### config.mk
export PLATFORM = sky130hd
export DESIGN_NAME = ro_puf_evaluator
export DESIGN_NICKNAME = d
export VERILOG_FILES = /design/src/rtl/ro_puf_evaluator.sv
export SDC_FILE = /design/constraint.sdc
export NUM_CORES = 1
export LEC_CHECK = 0
export BUFFER_PORTS_ARGS = -buffer_cell sky130_fd_sc_hd__buf_2
export CAP_MARGIN = 15
export CORE_MARGIN = 4
export CORE_UTILIZATION = 30
export CTS_CLUSTER_DIAMETER = 30
export DETAILED_ROUTE_END_ITERATION = 12
export SLEW_MARGIN = 0
export SYNTH_ARGS = -nofsm -noshare
export SYNTH_HDL_FRONTEND = slang
export SYNTH_SLANG_ARGS = --single-unit
### constraint.sdc
create_clock -name clk -period 3.7 [get_ports clk]
set_clock_uncertainty 0.05 [all_clocks]
set_input_delay 1.11 -clock clk [delete_from_list [all_inputs] [get_ports clk]]
set_output_delay 1.11 -clock clk [all_outputs]
set_load 0.03 [all_outputs]
### src/rtl/ro_puf_evaluator.sv
// Ring-oscillator PUF evaluator.
// Enables two rings, lets them settle for a warm-up period, then counts the
// rising edges of each ring over a fixed window of clk cycles. The response
// bit is 1 when ring A produced strictly more edges than ring B. Results are
// latched when the window closes and held until the next evaluation ends.
module ro_puf_evaluator #(
  parameter int CNT_W  = 16,
  parameter int WINDOW = 1024,
  parameter int WARMUP = 8
) (
  input  logic             clk,
  input  logic             rst_n,
  input  logic             start,
  input  logic             ro_a,
  input  logic             ro_b,
  output logic             ro_enable,
  output logic             busy,
  output logic             done,
  output logic             response,
  output logic             tie,
  output logic [CNT_W-1:0] count_a,
  output logic [CNT_W-1:0] count_b
);

  // One down-counter times both the warm-up and the counting window, so it
  // is sized for the longer of the two. It only ever holds (length - 1).
  localparam int TMR_MAX = (WINDOW > WARMUP) ? WINDOW : WARMUP;
  localparam int TMR_W   = (TMR_MAX > 1) ? $clog2(TMR_MAX) : 1;

  localparam logic [TMR_W-1:0] WARMUP_LOAD = TMR_W'(WARMUP - 1);
  localparam logic [TMR_W-1:0] WINDOW_LOAD = TMR_W'(WINDOW - 1);
  localparam logic [CNT_W-1:0] CNT_MAX     = '1;

  typedef enum logic [1:0] {
    ST_IDLE   = 2'd0,
    ST_WARMUP = 2'd1,
    ST_COUNT  = 2'd2,
    ST_DONE   = 2'd3
  } state_t;

  state_t             state_reg;
  state_t             state_next;
  logic [TMR_W-1:0]   timer_reg;
  logic               timer_zero;

  // Strobes produced by the FSM output logic.
  logic               start_accept;  // start seen in IDLE
  logic               warmup_end;    // last warm-up cycle
  logic               count_en;      // edges are being counted this cycle
  logic               window_end;    // last counting cycle; results latch

  // Ring inputs gathered into a vector: bit 0 = ring A, bit 1 = ring B.
  logic [1:0]             ro_in;
  logic [1:0]             edge_det;
  logic [1:0][CNT_W-1:0]  cnt_next_vec;
  logic [1:0][CNT_W-1:0]  res_vec;

  logic                   response_reg;
  logic                   tie_reg;

  assign ro_in      = {ro_b, ro_a};
  assign timer_zero = (timer_reg == '0);

  // ------------------------------------------------------------------
  // FSM
  // ------------------------------------------------------------------

  // State register; reset aborts any evaluation in flight.
  always_ff @(posedge clk) begin
    if (!rst_n) begin
      state_reg <= ST_IDLE;
    end else begin
      state_reg <= state_next;
    end
  end

  // Next-state logic: warm-up and window lengths are set by the shared timer.
  always_comb begin
    state_next = state_reg;
    case (state_reg)
      ST_IDLE: begin
        if (start) begin
          state_next = ST_WARMUP;
        end
      end
      ST_WARMUP: begin
        if (timer_zero) begin
          state_next = ST_COUNT;
        end
      end
      ST_COUNT: begin
        if (timer_zero) begin
          state_next = ST_DONE;
        end
      end
      ST_DONE: begin
        state_next = ST_IDLE;
      end
      default: begin
        state_next = ST_IDLE;
      end
    endcase
  end

  // Output decode: rings run only in WARMUP and COUNT; start is only
  // honoured in IDLE, so a start while busy is simply dropped.
  always_comb begin
    ro_enable    = 1'b0;
    busy         = 1'b1;
    done         = 1'b0;
    start_accept = 1'b0;
    warmup_end   = 1'b0;
    count_en     = 1'b0;
    window_end   = 1'b0;
    case (state_reg)
      ST_IDLE: begin
        busy         = 1'b0;
        start_accept = start;
      end
      ST_WARMUP: begin
        ro_enable  = 1'b1;
        warmup_end = timer_zero;
      end
      ST_COUNT: begin
        ro_enable  = 1'b1;
        count_en   = 1'b1;
        window_end = timer_zero;
      end
      ST_DONE: begin
        done = 1'b1;
      end
      default: begin
        busy = 1'b0;
      end
    endcase
  end

  // ------------------------------------------------------------------
  // Phase timer
  // ------------------------------------------------------------------

  // Loaded with (length - 1) on entry to each timed phase and counted down;
  // the phase ends in the cycle where the timer reads zero.
  always_ff @(posedge clk) begin
    if (!rst_n) begin
      timer_reg <= '0;
    end else if (start_accept) begin
      timer_reg <= WARMUP_LOAD;
    end else if (warmup_end) begin
      timer_reg <= WINDOW_LOAD;
    end else if (ro_enable && !timer_zero) begin
      timer_reg <= timer_reg - TMR_W'(1);
    end
  end

  // ------------------------------------------------------------------
  // Per-ring synchronizer, edge detector and saturating counter
  // ------------------------------------------------------------------

  genvar gi;
  for (gi = 0; gi < 2; gi++) begin : g_chan
    logic             sync1_reg;
    logic             sync2_reg;
    logic             sync3_reg;
    logic [CNT_W-1:0] cnt_reg;
    logic [CNT_W-1:0] cnt_next;
    logic [CNT_W-1:0] res_reg;

    // Two flops bring the asynchronous ring output into the clk domain;
    // the third holds the previous synchronized value for edge detection.
    always_ff @(posedge clk) begin
      if (!rst_n) begin
        sync1_reg <= 1'b0;
        sync2_reg <= 1'b0;
        sync3_reg <= 1'b0;
      end else begin
        sync1_reg <= ro_in[gi];
        sync2_reg <= sync1_reg;
        sync3_reg <= sync2_reg;
      end
    end

    assign edge_det[gi] = sync2_reg & ~sync3_reg;

    // Count only inside the window, and stick at full scale instead of
    // wrapping so an over-fast ring still reads as "large".
    always_comb begin
      cnt_next = cnt_reg;
      if (count_en && edge_det[gi] && (cnt_reg != CNT_MAX)) begin
        cnt_next = cnt_reg + CNT_W'(1);
      end
    end

    // Working counter, cleared when a new evaluation is accepted.
    always_ff @(posedge clk) begin
      if (!rst_n) begin
        cnt_reg <= '0;
      end else if (start_accept) begin
        cnt_reg <= '0;
      end else begin
        cnt_reg <= cnt_next;
      end
    end

    // Result register captures the count including the final window cycle,
    // so it is already valid while done is high.
    always_ff @(posedge clk) begin
      if (!rst_n) begin
        res_reg <= '0;
      end else if (window_end) begin
        res_reg <= cnt_next;
      end
    end

    assign cnt_next_vec[gi] = cnt_next;
    assign res_vec[gi]      = res_reg;
  end

  // ------------------------------------------------------------------
  // Response comparison
  // ------------------------------------------------------------------

  // Compare the final counts as they are latched; equal counts give tie=1
  // with response=0.
  always_ff @(posedge clk) begin
    if (!rst_n) begin
      response_reg <= 1'b0;
      tie_reg      <= 1'b0;
    end else if (window_end) begin
      response_reg <= (cnt_next_vec[0] > cnt_next_vec[1]);
      tie_reg      <= (cnt_next_vec[0] == cnt_next_vec[1]);
    end
  end

  assign response = response_reg;
  assign tie      = tie_reg;
  assign count_a  = res_vec[0];
  assign count_b  = res_vec[1];

endmodule

# Word level (Yosys, flattened, before mapping)
# Cells that the tools add are included.
op_classes:
  n_lt_le_gt_ge: 1
  n_eq_ne: 9
  add_sub_neg: 3
  n_reduce_logical: 13
  n_bitwise: 5
  mux: 16
op_table:
  columns: ["op", "count"]
  rows:
  - ["$add A16 B1 Y16 const B", 2]
  - ["$mux W16", 2]
  - ["$ne A16 B16 Y1 const B", 2]
  - ["$mux W10", 2]
  - ["$eq A16 B16 Y1", 1]
  - ["$gt A16 B16 Y1", 1]
  - ["$logic_not A10 Y1", 1]
  - ["$sub A10 B1 Y10 const B", 1]
  - ["$pmux W2 S4", 1]
  - ["$mux W1", 7]
  - ["$mux W2", 3]
  - ["$ne A2 B2 Y1 const B", 3]
  - ["$logic_and A1 B1 Y1", 5]
  - ["$eq A2 B2 Y1 const B", 2]
  - ["$reduce_or A2 Y1", 2]
  - ["$mux W3", 1]
  - ["$not A1 Y1", 3]
  - ["$reduce_and A3 Y1", 1]
  - ["$reduce_bool A3 Y1", 1]
  - ["$and A1 B1 Y1", 2]
  - ["$eq A2 B1 Y1 const B", 1]
  - ["$logic_not A2 Y1", 1]
  - ["$reduce_bool A2 Y1", 1]
  - ["$logic_not A1 Y1", 1]
word_totals:
  inputBits: 5
  elab_cells: 62
  reg_bits: 84
  output_inout_bits: 37

# Longest topological paths before layout
# Gate-level depths: netlist of run 1.
depth:
  ltp_word: 7
  ltp_mapped: 14
  ltp_nobuf: 13

# Worst setup path before layout of run 1
# No wires, ideal clock.
synth_timing:
  path_kind: "register to register"
  startpoint: "register state_reg[0]"
  endpoint: "register response_reg (netlist: response)"
  arrival_time_ns: 3.026
  slack_ns: 0.537
  setup_time_ns: 0.087
  period_less_slack_ns: 3.163
  stages_incl_launch_ff: 15
  path_buffers: 1
  t_required_ns: 3.563
  cell_sequence: "dfxtp_1 > inv_1 > ha_1 > clkbuf_1 > nand3b_1 > nor4b_2 > nor4b_1 > xnor2_1 > inv_1 > ha_1 > nand4_1 > or2_2 > a211oi_1 > nor4_1 > o31ai_1"
synth_via:
  elab_chain_cells: 6
  word_cells_on_any_way: 10
  classes_between: "1 x order compare; 1 x eq/ne; 4 x mux; 4 x reduce/logical"
synth_lines:
  columns: ["item", "line", "source"]
  rows:
  - ["start, declared", "41", "state_t state_reg;"]
  - ["start signal, assigned", "73", "state_reg <= state_next;"]
  - ["$eq A2 B2 Y1", "115", "case (state_reg)"]
  - ["$mux W1", "115", null]
  - ["$logic_and A1 B1 Y1 (2 in a row)", "189", "if (count_en && edge_det[gi] && (cnt_reg != CNT_MAX)) begin"]
  - ["$mux W16", "189", null]
  - ["named net g_chan[0].cnt_next[15]", "166", "logic [CNT_W-1:0] cnt_next;"]
  - ["$gt A16 B16 Y1", "230", "response_reg <= (cnt_next_vec[0] > cnt_next_vec[1]);"]
  - ["end signal, assigned", "230", null]
  - ["end, declared", "58", "logic response_reg;"]
# The timed path passes the listed nets, and every way through them passes these cells.
# A chain may end at the register's enable or synchronous reset.

# Worst setup path in the final report of run 1
# Same ends and word-level chain as after synthesis.

==> results of run 1 <==
[worst max-delay path by stage]
stage / start / end / slack (ns) / depth (start not counted)
finish: state_reg[0] / response / 0.30 / 13
floorplan: state_reg[0] / response / 0.54 / 14
global route: state_reg[0] / response / 0.04 / 13
CTS: state_reg[0] / response / 0.28 / 13
detailed placement: state_reg[0] / response / 0.31 / 13
global placement: state_reg[0] / response / 0.46 / 13
[layer usage]
layer	up-vias	part of all wire
li1	1783	-
met1	1686	0.50
met2	117	0.42
met3	9	0.067
met4	0	0.013
met5	-	0
[cells by family after synthesis]
| family | after synthesis | share of synthesized area |
|---|---|---|
| AO/OA/AOI/OAI | 110 | 0.177 |
| multiplexers | 8 | 0.0199 |
| XOR/XNOR | 19 | 0.0407 |
| AND/OR/NAND/NOR | 179 | 0.230 |
| buffers and inverters | 43 | 0.0468 |
| flip-flops | 84 | 0.411 |
| adder cells (fa/ha/maj) | 24 | 0.0735 |
[cell usage after synthesis, types with 8 or more instances]
master,count,area (µm²)
sky130_fd_sc_hd__a21oi_1,33,165
sky130_fd_sc_hd__nor2_1,60,225
sky130_fd_sc_hd__a211oi_1,9,67.6
sky130_fd_sc_hd__ha_1,24,300
sky130_fd_sc_hd__nand3_1,20,100
sky130_fd_sc_hd__dfxtp_1,84,1680
sky130_fd_sc_hd__clkbuf_1,11,41.3
sky130_fd_sc_hd__nand2_1,24,90.1
sky130_fd_sc_hd__nor3_1,12,60.1
sky130_fd_sc_hd__nand4_1,14,87.6
sky130_fd_sc_hd__o31ai_1,8,60.1
sky130_fd_sc_hd__xnor2_1,8,70.1
sky130_fd_sc_hd__and2_1,12,75.1
sky130_fd_sc_hd__o21ai_0,27,135
sky130_fd_sc_hd__inv_1,24,90.1
sky130_fd_sc_hd__xor2_1,11,96.3
[power groups by stage]
stage	Clock [mW]	Sequential [mW]	Combinational [mW]
CTS	0.982	1.07	0.846
finish	0.963	1.07	0.842
global route	1.03	1.09	0.933
global placement	0	1.08	0.817
detailed placement	0	1.09	0.843
floorplan	0	1.14	0.586
[layout make-up]
type	count	area, µm²
fillers	1341	8480
clock buffers	9	225
clock inverters	7	91.3
well taps	176	220
multi-input cells	340	2220
flip-flops and latches	84	1680
repair buffers	51	280
inverters	25	93.8
[cells in the final DEF, fill, tap and decap left out, drive strengths merged, types with 3 or more instances in the layout]
cell type and count:
a211oi 16, a21oi 33, a31oi 3, and2 12, and3 7, and4 6
buf 51, clkbuf 9, clkinv 5, dfxtp 84, ha 24, inv 24
mux2i 7, nand2 25, nand3 20, nand4 14, nor2 60, nor3 13
nor4b 4, o2111ai 4, o211ai 7, o21ai 27, o31ai 8, xnor2 8
xor2 11
[through the flow]
stage / cell area (µm²) / setup WS (ns)
6_report: 4820 / 0.304
3_5_place_dp: 4490 / 0.307
2_1_floorplan: 4090 / 0.537
3_3_place_gp: 4490 / 0.460
4_1_cts: 4810 / 0.278
5_1_grt: 4820 / 0.0398
==> metrics.log, run 1 <==
INFO  metric r2r_setup_slack = 0.30 ns
INFO  metric tritoncts.num_buffers = 9
INFO  metric detailedPlacementHpwl = 8010 µm
INFO  metric cp_num_buf_inv = 2
INFO  metric first_global_vias = 3,488
INFO  metric timing.critical_path.arrival = 3.60 ns
INFO  metric synth-seq-area-share = 0.411
INFO  metric hold_viol_final = 0
INFO  metric synth_enable_flop_cells = 0
INFO  metric worst_path_largest_cell_delay = 0.38 ns
INFO  metric largest_net_degree_at_the_start_of_global_routing = 28
INFO  metric post_drt_wl_per_cell = around 15 µm
INFO  metric worst_r2r_path_depth = 13
INFO  metric cap_viol_max_count = 0
INFO  metric reg2reg_to = response
INFO  metric initial_core_util = 0.307
INFO  metric avgViaCountPerCell = 5.20
INFO  metric worst_setup_hold_path_clk_slew = 0.06 ns
INFO  metric synth_cells = 467
INFO  metric p_total = 2.88 mW
INFO  metric port_buffers = 41
INFO  metric cp_slowest_cell = sky130_fd_sc_hd__nor4b_4
INFO  metric grt_antenna_before_repair = 0
INFO  metric mappedNetlistNets = 496
INFO  metric post_cts_hold_buffer_count = 0
INFO  metric core_area = 13,300 µm²
INFO  metric regToRegStartpoint = state_reg[0]
INFO  metric yosys.cell_types.count = between 50 and 60
INFO  metric post-route-drc-count = 0
INFO  metric clock_tree_from_tritoncts = done
INFO  metric timing.critical_path.to_type = flip-flop
INFO  metric diodes_inserted = 0
INFO  metric avgSynthCellArea = slightly below 9 µm²
INFO  metric largest_reg_flops = 32
INFO  metric leakagePower = 2.02 nW
INFO  metric met2_usage = 0.200
INFO  metric rows = 42
INFO  metric crit_path_cell_trace = inv_1, ha_1, nand3b_1, nor4b_4, nor4b_1, xnor2_1, inv_1, ha_1, nand4_1, or2_2, a211oi_1, nor4_1, o31ai_1
INFO  metric setup-violations-final = 0
INFO  metric synth_area = 4090 µm²
INFO  metric areaGrowthSynthToFinish = 17.8%
INFO  metric routed_wl = 10,700 µm
INFO  metric ctsHtreeMaxLevel = 3
INFO  metric power.density_cell_area = 598 nW/µm²
INFO  metric global_route.peak_usage_layer = met2
INFO  metric period_minus_slack = 3.40 ns
INFO  metric ys_async_sr_fraction = 0
INFO  metric cts-root-to-sink-buffers = 2
INFO  metric crit_required = 3.90 ns
INFO  metric die_area = 15,600 µm²
INFO  metric grt_remaining_overflow = 0
INFO  metric post_cts_resize_count = 0
INFO  metric startpoint_type = flip-flop
INFO  metric floorplan.die.height = ~120 µm
INFO  metric power.share.switching = 0.346
INFO  metric whs_endpoint = g_chan[1].sync2_reg
INFO  metric maxSlewViolCount = 0
INFO  metric maxClockFrequency = 0.294 GHz
INFO  metric timing.setup.critical_path_class = reg -> reg
INFO  metric kind_of_path_behind_the_tightest_hold_check = reg -> reg
INFO  metric pwr-share-clk = 0.334
INFO  metric final_util = 0.362
INFO  metric comb_power_share = 0.293
INFO  metric worstSkewPairLatency = between 0.3 and 0.4 ns
INFO  metric post_cts_buffers = 0
INFO  metric post_route_cells_drive_above_1_share = 0.161
INFO  metric synth.ff_latch_count = 84
INFO  metric drt_first_iter_violations = 274
INFO  metric crit_fanout = 5
INFO  metric routed-via-count = 3,595
INFO  metric met1_usage = 0.197
INFO  metric finalWeightedCongestion = 0.873
INFO  metric min_delay_path_depth = 1
INFO  metric peakVddDrop = roughly 0.36 mV
INFO  metric power.share.sequential = 0.373
INFO  metric worst-slew-pin-transition = 0.758 ns
INFO  metric first_pass_grt_wire_length = 17,700 µm
INFO  metric grt_setup_unrepaired = no
INFO  metric worst_hold_startpoint = g_chan[1].sync1_reg
INFO  metric ys_warn_count = 0
INFO  metric numPlacedInstances = 676
INFO  metric outcome = completed
INFO  metric synthFlopType = sky130_fd_sc_hd__dfxtp_1
INFO  metric fin_tns_setup = 0 ns
INFO  metric floorplan.io_pins = 42
INFO  metric cellInternalPower = 1.88 mW
INFO  metric clock-sinks = 84
INFO  metric timing.slew.headroom = 0.488
INFO  metric grtUsageMet3 = 0.0489
INFO  metric final_min_period_over_clock_period = 0.918
INFO  metric detailedRoute.firstPassIterationCount = 4
INFO  metric finish.net_count = 540
INFO  metric clock-root-buffer = sky130_fd_sc_hd__clkbuf_16
INFO  metric net-switching-power = around 1.0 mW
INFO  metric routed_antenna_nets = 0
INFO  metric floorplan.die.width = 125 µm
INFO  metric fin_cells = between 600 and 700
INFO  metric track_usage = 0.141
INFO  metric holdWs = 0.395 ns
INFO  metric dominant_delay_contributor_by_cell_family_on_the_critical_path = simple AND/OR/NAND/NOR gates
Power figures use the tool's default switching activity.
==> inputs of run 2 (changes only) <==
--- a/config.mk
+++ b/config.mk
@@ -11,6 +11,7 @@
 export CORE_UTILIZATION = 30
 export CTS_CLUSTER_DIAMETER = 30
 export DETAILED_ROUTE_END_ITERATION = 12
+export MAX_ROUTING_LAYER = met4
 export SLEW_MARGIN = 0
 export SYNTH_ARGS = -nofsm -noshare
 export SYNTH_HDL_FRONTEND = slang
==> run 2 against run 1 <==
Against the previous run: critical path depth stayed put; via count is 1.9% lower; final area is 0.18% higher; combinational power hardly changed; first-iteration DRC count is 8.4% lower; global-route usage is 0.051 points lower; sequential power hardly changed; clock-buffer cell count is 2 higher; cell count is 0.29% lower; utilization is 0.066 points higher; critical path type unchanged; critical endpoint unchanged; largest cell class unchanged.
==> metrics.log, run 2 (same netlist as run 1, synthesis figures left out) <==
INFO  metric leakagePower = approximately 2 nW
INFO  metric clock-sinks = 84
INFO  metric outcome = completed
INFO  metric pwr-share-clk = 0.338
INFO  metric largest_net_degree_at_the_start_of_global_routing = 31
INFO  metric worst-slew-pin-transition = 0.735 ns
INFO  metric avgViaCountPerCell = 5.11
INFO  metric most-common-layout-cells = 84 x sky130_fd_sc_hd__dfxtp_1, 60 x sky130_fd_sc_hd__nor2_1, 41 x sky130_fd_sc_hd__buf_2, 33 x sky130_fd_sc_hd__a21oi_1, 27 x sky130_fd_sc_hd__o21ai_0
INFO  metric net-switching-power = 0.980 mW
INFO  metric largest_reg_flops = 32
INFO  metric finalWeightedCongestion = 0.864
INFO  metric layout_commonest_cell = sky130_fd_sc_hd__dfxtp_1
INFO  metric core_area = 13,300 µm²
INFO  metric grt_setup_unrepaired = no
INFO  metric cts-root-to-sink-buffers = 2
INFO  metric maxSlewViolCount = 0
INFO  metric maxClockFrequency = 0.298 GHz
INFO  metric cap_viol_max_count = 0
INFO  metric power.share.sequential = 0.371
INFO  metric setup-violations-final = 0
INFO  metric startpoint_type = flip-flop
INFO  metric clock-root-buffer = sky130_fd_sc_hd__clkbuf_16
INFO  metric hold_viol_final = 0
INFO  metric worstSkewPairLatency = between 0.3 and 0.4 ns
INFO  metric post_cts_resize_count = 0
INFO  metric detailedRoute.firstPassIterationCount = 5
INFO  metric floorplan.io_pins = 42
INFO  metric worst_setup_hold_path_clk_slew = ~0.060 ns
INFO  metric cp_slowest_cell = sky130_fd_sc_hd__nor4b_1
INFO  metric fin_tns_setup = 0 ns
INFO  metric drt_first_iter_violations = 251
INFO  metric final_min_period_over_clock_period = 0.908
INFO  metric die_area = around 16,000 µm²
INFO  metric diodes_inserted = 0
INFO  metric comb_power_share = 0.291
INFO  metric power.share.switching = 0.339
INFO  metric first_pass_grt_wire_length = 17,200 µm
INFO  metric timing.slew.headroom = 0.509
INFO  metric routed_wl = 10,300 µm
INFO  metric p_total = 2.89 mW
INFO  metric routed-via-count = 3,528
INFO  metric worst_path_largest_cell_delay = 0.38 ns
INFO  metric post_drt_wl_per_cell = 15.0 µm
INFO  metric peakVddDrop = 0.412 mV
INFO  metric ctsHtreeMaxLevel = 3
INFO  metric grt_antenna_before_repair = 0
INFO  metric initial_core_util = 0.307
INFO  metric post_cts_buffers = 0
INFO  metric areaGrowthSynthToFinish = 18.0%
INFO  metric timing.setup.critical_path_class = reg -> reg
INFO  metric timing.critical_path.to_type = flip-flop
INFO  metric post-route-drc-count = 0
INFO  metric first_global_vias = between 3,000 and 4,000
INFO  metric floorplan.die.height = approximately 120 µm
INFO  metric timing.critical_path.arrival = 3.57 ns
INFO  metric detailedPlacementHpwl = 7760 µm
INFO  metric power.density_cell_area = 598 nW/µm²
INFO  metric grt_remaining_overflow = 0
INFO  metric track_usage = 0.140
INFO  metric fin_ws = 0.340 ns
INFO  metric place_ws = around 0.27 ns
INFO  metric clock_tree_from_tritoncts = done
INFO  metric crit_fanout = 5
INFO  metric period_minus_slack = 3.36 ns
INFO  metric post_route_cells_drive_above_1_share = 0.156
INFO  metric rows = 42
INFO  metric kind_of_path_behind_the_tightest_hold_check = reg -> reg
INFO  metric floorplan.die.width = approximately 120 µm
INFO  metric cellInternalPower = 1.91 mW
INFO  metric post_cts_hold_buffer_count = 0
INFO  metric crit_required = 3.91 ns
INFO  metric port_buffers = 41
INFO  metric finish.net_count = 538
INFO  metric crit_path_cell_trace = inv_1, ha_1, nand3b_1, nor4b_4, nor4b_1, xnor2_1, inv_1, ha_1, nand4_1, or2_2, a211oi_1, nor4_1, o31ai_1
INFO  metric routed_antenna_nets = 0
INFO  metric tritoncts.num_buffers = 9
-- run 2: cell count changes in the layout (fill, tap and decap cells not counted), sizes merged --
cell	change
buf	-2
clkbuf	+2
clkinv	-2
-- run 2: final timing paths --
check / startpoint / end / slack [ns] / depth (start not counted)
setup reg to reg: state_reg[0] / response / 0.34 / 13
hold reg to reg: g_chan[1].sync1_reg / g_chan[1].sync2_reg / 0.39 / 1
setup / recovery: state_reg[0] / response / 0.34 / 13
hold / removal: g_chan[1].sync1_reg / g_chan[1].sync2_reg / 0.39 / 1
-- run 2: metrics by stage --
stage / area (µm²) / hold slack, ns / util / std cells
2_1_floorplan: 4090 / 0.362 / - / 467
3_3_place_gp: 4490 / 0.377 / 0.338 / 674
3_5_place_dp: 4490 / 0.376 / 0.338 / 674
4_1_cts: 4820 / 0.397 / 0.362 / 690
5_1_grt: 4820 / 0.410 / 0.363 / 690
6_report: 4820 / 0.387 / 0.363 / 690
-- run 2: worst max-delay path, delay by kind of cell, from the launching register on --
family | cells | cell delay [ns]
XOR/XNOR | 1 | 0.23
adder cells (fa/ha/maj) | 2 | 0.49
flip-flops | 1 | 0.33
AND/OR/NAND/NOR | 6 | 1.52
buffers and inverters | 2 | 0.19
AO/OA/AOI/OAI | 2 | 0.46
-- run 2: final cells by class --
class | instances | area (µm²)
Tap cell | 176 | 220
Inverter | 25 | 93.8
Multi-Input combinational cell | 340 | 2220
Timing Repair Buffer | 49 | 278
Fill cell | 1379 | 8470
Clock inverter | 5 | 85.1
Sequential cell | 84 | 1680
Clock buffer | 11 | 243
-- run 2: per-layer routing --
layer / vias to the layer above / track usage / wire length, µm
met3: 11 / 0.0407 / 639
met2: 113 / 0.199 / 4290
met1: 1637 / 0.195 / 5290
met4: 0 / 0.0348 / 125
li1: 1767 / - / -
met5: - / - / 0
-- run 2: power groups by stage --
stage	Clock, mW	Sequential (mW)	Combinational [mW]
floorplan	0	1.14	0.586
global placement	0	1.08	0.816
detailed placement	0	1.09	0.838
CTS	1.00	1.07	0.843
global route	1.04	1.08	0.933
finish	0.975	1.07	0.840
==> inputs of run 3 (changes only) <==
--- a/config.mk
+++ b/config.mk
@@ -5,13 +5,14 @@
 export SDC_FILE = /design/constraint.sdc
 export NUM_CORES = 1
 export LEC_CHECK = 0
-export BUFFER_PORTS_ARGS = -buffer_cell sky130_fd_sc_hd__buf_2
+export BUFFER_PORTS_ARGS = -buffer_cell sky130_fd_sc_hd__buf_4
 export CAP_MARGIN = 15
 export CORE_MARGIN = 4
 export CORE_UTILIZATION = 30
 export CTS_CLUSTER_DIAMETER = 30
 export DETAILED_ROUTE_END_ITERATION = 12
 export MAX_ROUTING_LAYER = met4
+export RECOVER_POWER = 100
 export SLEW_MARGIN = 0
 export SYNTH_ARGS = -nofsm -noshare
 export SYNTH_HDL_FRONTEND = slang
==> run 3 against run 2 <==
Against the previous run: global-route usage hardly changed; sequential power hardly changed; highest routed layer unchanged; non-clock buffer count down 3; worst setup slack worse by 0.018 ns.
==> metrics.log, run 3 (same netlist as run 1, synthesis figures left out) <==
INFO  metric pwr-share-clk = 0.320
INFO  metric routed_wl = 10,600 µm
INFO  metric most-common-layout-cells = 84 x sky130_fd_sc_hd__dfxtp_1, 60 x sky130_fd_sc_hd__nor2_1, 39 x sky130_fd_sc_hd__clkbuf_1, 33 x sky130_fd_sc_hd__a21oi_1, 27 x sky130_fd_sc_hd__o21ai_0
INFO  metric crit_required = 3.91 ns
INFO  metric crit_path_end = response
INFO  metric clock_tree_from_tritoncts = done
INFO  metric port_buffers = 41
INFO  metric leakagePower = 1.81 nW
INFO  metric floorplan.die.height = 125 µm
INFO  metric routed_antenna_nets = 0
INFO  metric first_pass_grt_wire_length = 17,100 µm
INFO  metric detailedRoute.firstPassIterationCount = 4
INFO  metric power.share.sequential = 0.392
INFO  metric finish.net_count = 535
INFO  metric power.density_cell_area = about 590 nW/µm²
INFO  metric maxClockFrequency = 0.296 GHz
INFO  metric worstSkewPairLatency = 0.34 ns
INFO  metric timing.setup.critical_path_class = reg -> reg
INFO  metric floorplan.io_pins = 42
INFO  metric crit_fanout = 5
INFO  metric power.share.switching = 0.352
INFO  metric setup-violations-final = 0
INFO  metric regToRegStartpoint = state_reg[0]
INFO  metric multi_input_area = 2190 µm²
INFO  metric worst_setup_hold_path_clk_slew = ~0.06 ns
INFO  metric peakVddDrop = 0.501 mV
INFO  metric kind_of_path_behind_the_tightest_hold_check = reg -> reg
INFO  metric comb_power_share = 0.288
INFO  metric floorplan.die.width = between 100 and 150 µm
INFO  metric tritoncts.num_buffers = 9
INFO  metric timing.slew.headroom = 0.424
INFO  metric worstSetupStartpoint = state_reg[0]
INFO  metric final_min_period_over_clock_period = 0.913
INFO  metric cellInternalPower = 1.78 mW
INFO  metric fin_tns_setup = 0 ns
INFO  metric rows = 42
INFO  metric clock-root-buffer = sky130_fd_sc_hd__clkbuf_16
INFO  metric drt_first_iter_violations = 197
INFO  metric largest_net_degree_at_the_start_of_global_routing = 43
INFO  metric die_area = 15,600 µm²
INFO  metric post-route-drc-count = 0
INFO  metric avgViaCountPerCell = 5.16
INFO  metric grt_setup_unrepaired = no
INFO  metric initial_core_util = 0.307
INFO  metric cap_viol_max_count = 0
INFO  metric first_global_vias = 3,285
INFO  metric timing.critical_path.to_type = flip-flop
INFO  metric post_cts_hold_buffer_count = 0
INFO  metric fin_ws = ~0.32 ns
INFO  metric layout_commonest_cell = sky130_fd_sc_hd__dfxtp_1
INFO  metric track_usage = 0.140
INFO  metric finalWeightedCongestion = between 0.8 and 0.9
INFO  metric period_minus_slack = 3.38 ns
INFO  metric diodes_inserted = 0
INFO  metric outcome = completed
INFO  metric clock-sinks = 84
INFO  metric detailedPlacementHpwl = 7760 µm
INFO  metric grt_antenna_before_repair = 0
INFO  metric ctsHtreeMaxLevel = 3
INFO  metric core_area = 13,300 µm²
INFO  metric startpoint_type = flip-flop
INFO  metric place_ws = 0.279 ns
INFO  metric hold_viol_final = 0
INFO  metric post_route_cells_drive_above_1_share = 0.0665
INFO  metric post_drt_wl_per_cell = ~15 µm
INFO  metric net-switching-power = between 0.9 and 1 mW
INFO  metric largest_reg_flops = 32
INFO  metric regArea = 1680 µm²
INFO  metric areaGrowthSynthToFinish = 14.4%
INFO  metric cts-root-to-sink-buffers = 2
INFO  metric timing.critical_path.arrival = 3.59 ns
INFO  metric r2r_setup_slack = ~0.32 ns
INFO  metric n_fill_cell = roughly 1,400
INFO  metric grt_remaining_overflow = 0
INFO  metric worst-slew-pin-transition = roughly 0.86 ns
INFO  metric maxSlewViolCount = 0
INFO  metric routed-via-count = between 3,000 and 4,000
INFO  metric worst_r2r_path_depth = 13
INFO  metric reg2reg_to = response
[run 3: cell types whose count changed in the layout (fill, tap and decap cells not counted), sizes merged]
cell,change
bufinv,-1
clkbuf,+37
clkinv,+3
clkinvlp,-1
buf,-41
[run 3: layout make-up]
class                   instances  area share
clock buffers                  10      0.0490
clock inverters                 6      0.0118
inverters                      25      0.0201
multi-input cells             340       0.469
flip-flops and latches         84       0.360
well taps                     176      0.0471
repair buffers                 46      0.0434
[run 3: per-layer routing]
| layer | track usage | part of all wire | wire, µm | up-vias |
|---|---|---|---|---|
| met5 | - | 0 | 0 | - |
| li1 | - | - | - | 1765 |
| met3 | 0.0339 | 0.046 | 490 | 11 |
| met1 | 0.196 | 0.52 | 5540 | 1695 |
| met2 | 0.202 | 0.42 | 4500 | 74 |
| met4 | 0.0387 | 0.011 | 112 | 0 |
[run 3: through the flow]
| step | power, mW | utilization | instance area [µm²] | hold WS [ns] | std cells |
|---|---|---|---|---|---|
| final | 2.74 | 0.352 | 4680 | 0.401 | 687 |
| after global routing | 2.91 | 0.352 | 4680 | 0.436 | 687 |
| after CTS | 2.84 | 0.364 | 4840 | 0.405 | 687 |
| after detailed placement | 1.95 | 0.343 | 4560 | 0.386 | 671 |
| after global placement | 1.93 | 0.343 | 4560 | 0.375 | 671 |
| after floorplan | 1.73 | - | 4090 | 0.362 | 467 |
[run 3: worst min path at each step]
stage | endpoint | slack [ns] | start | cells past startpoint
6_report | g_chan[1].sync2_reg | 0.40 | g_chan[1].sync1_reg | 1
3_3_place_gp | g_chan[1].sync2_reg | 0.38 | g_chan[1].sync1_reg | 1
2_1_floorplan | g_chan[0].sync2_reg | 0.36 | g_chan[0].sync1_reg | 1
3_5_place_dp | g_chan[1].sync2_reg | 0.39 | g_chan[1].sync1_reg | 1
4_1_cts | g_chan[1].sync2_reg | 0.40 | g_chan[1].sync1_reg | 1
5_1_grt | g_chan[1].sync2_reg | 0.44 | g_chan[1].sync1_reg | 1
[run 3: power by group through the flow]
stage / clock network, mW / registers [mW] / logic, mW
after floorplan: 0 / 1.14 / 0.586
after global placement: 0 / 1.09 / 0.841
after detailed placement: 0 / 1.09 / 0.861
after CTS: 0.893 / 1.07 / 0.871
after global routing: 0.935 / 1.09 / 0.883
final: 0.879 / 1.07 / 0.790
[run 3: timing repair]
action,CTS,global route
buffers inserted,0,0
gates resized for setup,0,1
setup endpoints to repair,0,2
[run 3: critical path, cell delays in order, from the launching register on]
cell and delay [ns]:
sky130_fd_sc_hd__dfxtp_1 0.34, sky130_fd_sc_hd__inv_1 0.11, sky130_fd_sc_hd__ha_1 0.18, sky130_fd_sc_hd__nand3b_1 0.21, sky130_fd_sc_hd__nor4b_4 0.37, sky130_fd_sc_hd__nor4b_1 0.37
sky130_fd_sc_hd__xnor2_1 0.23, sky130_fd_sc_hd__inv_1 0.08, sky130_fd_sc_hd__ha_1 0.31, sky130_fd_sc_hd__nand4_1 0.12, sky130_fd_sc_hd__or2_2 0.34, sky130_fd_sc_hd__a211oi_1 0.27
sky130_fd_sc_hd__nor4_1 0.10, sky130_fd_sc_hd__o31ai_1 0.22
